[src/rtl/window_former.sv]
// Forms 3x3 x CH-channel windows from a stream of 3-row column beats, with
// row/column position tracking and row/frame-end pulses. One-cycle latency.
module window_former #(
   parameter int DW   = 16,
   parameter int CH   = 4,
   parameter int ROWW = 8
) (
   input  logic                 CLK,
   input  logic                 RSTB,
   input  logic                 CLR,
   input  logic                 COL_VALID,
   input  logic [CH*3*DW-1:0]   COL_IN,
   input  logic [4:0]           DEPTH,
   input  logic [ROWW-1:0]      HEIGHT,
   output logic [CH*9*DW-1:0]   WIN,
   output logic                 WIN_VALID,
   output logic                 ROW_DONE,
   output logic                 FRAME_DONE
);

   localparam int CW = CH*3*DW;
   localparam int WW = CH*9*DW;

   // Handshake: a beat is taken on every CLK edge with COL_VALID=1 and CLR=0;
   // there is no ready, and the consumer must take every WIN_VALID cycle.
   logic [CW-1:0]   h0;
   logic [CW-1:0]   h1;
   logic [4:0]      col_cnt;
   logic [ROWW-1:0] row_cnt;
   logic [WW-1:0]   win_next;
   logic            col_last;
   logic            row_last;
   logic            win_ok;

   assign col_last = (col_cnt == DEPTH);
   assign row_last = (row_cnt == HEIGHT);
   assign win_ok   = (col_cnt >= 5'd2) && (row_cnt >= ROWW'(2));

   // The oldest column (k-2) is only ever needed inside the window itself, so
   // the window is assembled from h1 (k-2), h0 (k-1) and the incoming beat (k).
   for (genvar c = 0; c < CH; c++) begin : g_ch
      for (genvar j = 0; j < 3; j++) begin : g_row
         assign win_next[c*9*DW + (j*3+0)*DW +: DW] = h1[c*3*DW + j*DW +: DW];
         assign win_next[c*9*DW + (j*3+1)*DW +: DW] = h0[c*3*DW + j*DW +: DW];
         assign win_next[c*9*DW + (j*3+2)*DW +: DW] = COL_IN[c*3*DW + j*DW +: DW];
      end
   end

   always_ff @(posedge CLK or negedge RSTB) begin
      if (!RSTB) begin
         h0         <= '0;
         h1         <= '0;
         col_cnt    <= '0;
         row_cnt    <= '0;
         WIN        <= '0;
         WIN_VALID  <= 1'b0;
         ROW_DONE   <= 1'b0;
         FRAME_DONE <= 1'b0;
      end else if (CLR) begin
         h0         <= '0;
         h1         <= '0;
         col_cnt    <= '0;
         row_cnt    <= '0;
         WIN        <= '0;
         WIN_VALID  <= 1'b0;
         ROW_DONE   <= 1'b0;
         FRAME_DONE <= 1'b0;
      end else begin
         WIN_VALID  <= 1'b0;
         ROW_DONE   <= 1'b0;
         FRAME_DONE <= 1'b0;
         if (COL_VALID) begin
            h1 <= h0;
            h0 <= COL_IN;
            if (col_last) begin
               col_cnt <= '0;
               row_cnt <= row_last ? '0 : row_cnt + ROWW'(1);
            end else begin
               col_cnt <= col_cnt + 5'd1;
            end
            // History is never cleared at a row wrap; col_cnt>=2 keeps
            // windows from straddling two rows.
            WIN_VALID  <= win_ok;
            if (win_ok) WIN <= win_next;
            ROW_DONE   <= col_last;
            FRAME_DONE <= col_last && row_last;
         end
      end
   end

endmodule
[config.mk]
export PLATFORM = sky130hd
export DESIGN_NAME = window_former
export DESIGN_NICKNAME = d
export VERILOG_FILES = /design/src/rtl/window_former.sv
export SDC_FILE = /design/constraint.sdc
export NUM_CORES = 1
export LEC_CHECK = 0
export ABC_AREA = 1
export ABC_CLOCK_PERIOD_IN_PS = 2300
export BUFFER_PORTS_ARGS = -buffer_cell sky130_fd_sc_hd__buf_4
export CORE_AREA = 4 4 334 336
export DETAILED_ROUTE_END_ITERATION = 10
export DIE_AREA = 0 0 338 340
export SYNTH_ARGS = -nofsm -noshare
export SYNTH_HDL_FRONTEND = slang
export SYNTH_SLANG_ARGS = --single-unit
[constraint.sdc]
create_clock -name CLK -period 2.3 [get_ports CLK]
set_input_delay 0.345 -clock CLK [delete_from_list [all_inputs] [get_ports CLK]]
set_output_delay 0.345 -clock CLK [all_outputs]
set_load 0.02 [all_outputs]
# Word level (Yosys, flattened, before mapping)
# Index checks and enable logic that the tools add are counted.
# totals
in_bits	209
output_inout_bits	579
elab_cells	41
reg_bits	976
# op_classes
reduce_logical	7
order_cmp	2
n_eq_ne	2
muxes	20
add_sub_neg	2
# ops
operator	count
two-way mux 576 bit	3
two-way mux 192 bit	4
two-way mux 8 bit	4
two-way mux 5 bit	3
adder 8 x 1 -> 8 bit (second input constant)	1
equality test 8 bit	1
>= comparator 8 x 2 -> 1 bit (second input constant)	1
two-way mux 1 bit	6
nonzero test 2 bit	3
adder 5 x 1 -> 5 bit (second input constant)	1
equality test 5 bit	1
>= comparator 5 x 2 -> 1 bit (second input constant)	1
AND reduction 2 bit	2
logical AND 1 bit	2

# Depth between registers and ports, before layout
# logic_depth
ltp_word	5
mapped_depth	11
ltp_nobuf	9

# Worst setup path before layout
# Ideal clock, no wire load.
# synth_path
path_kind	flip-flop to flip-flop
from	register col_cnt[0]
to	register WIN[474]
path_slack_ns	0.566
required_time_ns	2.234
path_stages_with_launch	11
arrival_time_ns	1.668
period_less_slack_ns	1.734
path_cell_list	dfrtp_1 > inv_1 > ha_1 > nor3_1 > nand3_1 > nand3_1 > buf_4 > buf_4 > clkbuf_1 > nand3_1 > nand2_1
# synth_via
elab_chain_len	4
# synth_lines
item	line	source
from (decl)	28	logic [4:0] col_cnt;
from (signal assigned)	79	col_cnt <= col_cnt + 5'd1;
>= comparator 5 x 2 -> 1 bit	37	assign win_ok = (col_cnt >= 5'd2) && (row_cnt >= ROWW'(2));
logical AND 1 bit	37	
nonzero test 2 bit (no source line)	--	
AND reduction 2 bit (no source line)	--	
to (signal assigned)	84	if (win_ok) WIN <= win_next;
to (decl)	15	output logic [CH*9*DW-1:0] WIN,
# No other way between the ends.
# A chain may end at the register's enable or synchronous reset.

# Final worst setup path
# layout_path
from	register col_cnt[0]
to	register WIN[25]
# The elaborated chain is that of the path after synthesis.

==> impl_metrics.json <==
{
  "drcViolationCount": 0,
  "status": "complete, no violations",
  "die_h_um": 340,
  "fin_crit_ns": 2.137,
  "setup_viol": 0,
  "start_kind": "register",
  "ant_nets": 0,
  "synth_fa_ha_area_frac": 0.001328,
  "p_int_mw": 28.17,
  "grt_max_degree": 141,
  "switching_share": 0.2352,
  "tightestPinTransition_ns": 0.8973,
  "yosys.cell_types.count": 21,
  "routed_wirelength_mm": 130.0,
  "cts.htree.levels": 3,
  "die-area_um2": 114900,
  "synth_xor_area_frac": 0.001859,
  "fin_hold_ws_ns": 0.1851,
  "ir_worst_vdd_mv": 0.5768,
  "p_sw_mw": 8.662,
  "synthSimpleGateAreaFrac": 0.2415,
  "drive_above_1_share": 0.2089,
  "cts.sinks": 976,
  "busiest_layer": "met2",
  "r2r_slack_ns": 0.16,
  "antenna_found_initial": 7,
  "yosysTopAreaCell": "dfrtp_1",
  "hp-class": "input pin to asynchronous set/reset pin",
  "finalHoldViolCount": 0,
  "ys_seq_area_frac": 0.6480,
  "vias": 31930,
  "post-route-period-util": 0.9290,
  "ioPinCount": 788,
  "clk_pin_slew_ns": 0.06,
  "synth_top_area_share": 0.6480,
  "use_met3": 0.05204,
  "met1_usage": 0.2974,
  "synth_cells": 4093,
  "placed_cell_area_um2": 45550,
  "start_util": 0.3472,
  "rsz0062_at_grt": "false",
  "crit_required_ns": 2.92,
  "synth-seq-cells": 976,
  "endpoint_kind": "register",
  "critPathArrivalTime_ns": 2.75,
  "clockRootBuffer": "clkbuf_16",
  "maxCapViolations": 0,
  "vias_per_cell": 4.906,
  "yosysWarningCount": 0,
  "die_w_um": 338,
  "grt_pass1_vias": 32180,
  "synth_compound_area_frac": 0.05155,
  "met2_usage": 0.3512,
  "area_delta_synth_final_pct": 35.34,
  "clock_path_buffers": 3,
  "core_region_area_um2": 108600,
  "p_per_area_nw_per_um2": 722.0,
  "finClkSkew_ns": 0.03379,
  "overflow": 0,
  "power_frac_comb": 0.057,
  "slew_viol_final": 0,
  "gr-usage-all-layers": 0.2211,
  "synth_fp_nets": 4306,
  "postLayoutSetupSlackWorst_ns": 0.1632,
  "layout.nets": 5220,
  "setup_tns_ns": 0,
  "row_count": 121,
  "maxSlewHeadroom": 0.4018,
  "clkPwrFrac": 0.463,
  "synth_mux_area_frac": 0,
  "crit_fanout": 140,
  "drt_iter0_drc": 2337,
  "place_ws_ns": 0.1886,
  "gp_congestion": 0.8366,
  "dr.pass1.iters": 5,
  "avgSynthCellArea_um2": 9.209,
  "n_fill_cell": 10240,
  "clock_latency_ns": 0.68,
  "critical_path_class": "register to register",
  "port_buffers": 787,
  "syn_area_um2": 37690,
  "post-dp-hpwl_mm": 87.64,
  "grt_pass1_wl_mm": 198.1,
  "cts_buffers": 105,
  "max_freq_mhz": 468.0,
  "leakagePower_nw": 27.32,
  "pwr-share-seq": 0.480,
  "synth_top_family_by_area": "simple AND/OR/NAND/NOR gates",
  "synthTopCellsByArea": "dfrtp_1 65%, nand2_1 16%, nand3_1 7.9%",
  "finalPower_mw": 36.83,
  "tritoncts": "yes",
  "routedWlPerCell_um": 19.98,
  "finalInstanceArea_um2": 51010
}
[kinds of logic after synthesis]
| kind of cell | after synthesis |
|---|---|
| AND/OR/NAND/NOR | 2217 |
| flip-flops | 976 |
| buffers and inverters | 500 |
| AO/OA/AOI/OAI | 388 |
| XOR/XNOR | 8 |
| adder cells (fa/ha/maj) | 4 |
[registers in the layout, indices dropped and copies added, names as in the netlist]
signal,flops
FRAME_DONE,1
col_cnt,5
WIN,576
WIN_VALID,1
h1,192
row_cnt,8
ROW_DONE,1
h0,192
[power groups by stage]
| stage | Combinational, mW | Clock [mW] | Sequential (mW) |
|---|---|---|---|
| floorplan | 0.638 | 0 | 17.9 |
| global placement | 1.84 | 0 | 18.0 |
| detailed placement | 1.85 | 0 | 18.0 |
| CTS | 2.13 | 17.4 | 17.7 |
| global route | 2.32 | 18.2 | 17.7 |
| finish | 2.09 | 17.1 | 17.7 |
[critical path, stage by stage, from the launching register on]
cell and delay, ns:
dfrtp_1 0.38, inv_1 0.08, ha_1 0.20, nor3_1 0.19, nand3_1 0.14, nand3_4 0.17
buf_12 0.49, nand3_1 0.18, nand2_1 0.12
[cells in the mapped netlist]
library cell / number
clkbuf_1: 118
clkbuf_2: 1
o22ai_1: 1
o21ai_0: 386
ha_1: 4
buf_2: 136
nand4_1: 3
nand3_1: 597
xor2_1: 7
nand3b_1: 1
buf_4: 15
a21oi_1: 1
nor3_1: 4
inv_1: 219
nand2_1: 1586
nor2_1: 25
xnor2_1: 1
buf_1: 10
inv_2: 1
dfrtp_1: 976
nor2_8: 1
[through the flow]
stage / cells / util
floorplan: 4093 / -
global placement: 6120 / 0.4197
detailed placement: 6120 / 0.4197
CTS: 6502 / 0.4697
global route: 6507 / 0.4699
finish: 6508 / 0.4699
[final timing paths]
path                            start          to  depth (start not counted)
hold reg to reg                h0[81]    WIN[257]                          2
min in group CLK             DEPTH[3]  col_cnt[0]                          5
max in group asynchronous        RSTB     WIN[43]                          4
setup reg to reg           col_cnt[0]     WIN[25]                          8
setup / recovery           col_cnt[0]     WIN[25]                          8
hold / removal                   RSTB      h0[96]                          2
[final cells by class]
type                    instances  area (um^2)  share of cell area
multi-input cells            2617        11190              0.2194
inverters                     220        845.8             0.01658
well taps                    1414         1769             0.03468
repair buffers               1087         9278              0.1819
diodes                          6        15.01           0.0002943
clock buffers                 155         3065             0.06009
flip-flops and latches        976        24420              0.4788
clock inverters                33        422.9            0.008290
[metal layers]
metal / wire length [um] / up-vias
met5: 20 / -
met4: 4158 / 2
met3: 9790 / 206
met2: 60450 / 1117
met1: 55630 / 15780
li1: - / 14830
[cell usage in the layout, fill, tap and decap left out, types with 4 or more instances in the layout]
master,n
nand2_1,1585
dfrtp_1,976
buf_4,842
nand3_1,596
o21ai_0,386
inv_1,217
dlygate4sd3_1,194
clkbuf_16,105
buf_12,48
clkbuf_1,25
clkbuf_8,25
nor2_1,24
clkinv_2,15
xor2_1,7
diode_2,6
bufinv_16,6
inv_6,5
nor3_1,4
ha_1,4
[repair_timing]
item | in CTS | in global routing
hold buffers | 194 | 0
resized for setup | 0 | 2
setup buffers | 0 | 0
endpoints found under the hold margin | 749 | 0
setup endpoints to repair | 0 | 4
Note: power is estimated with default switching activity, not from simulation.
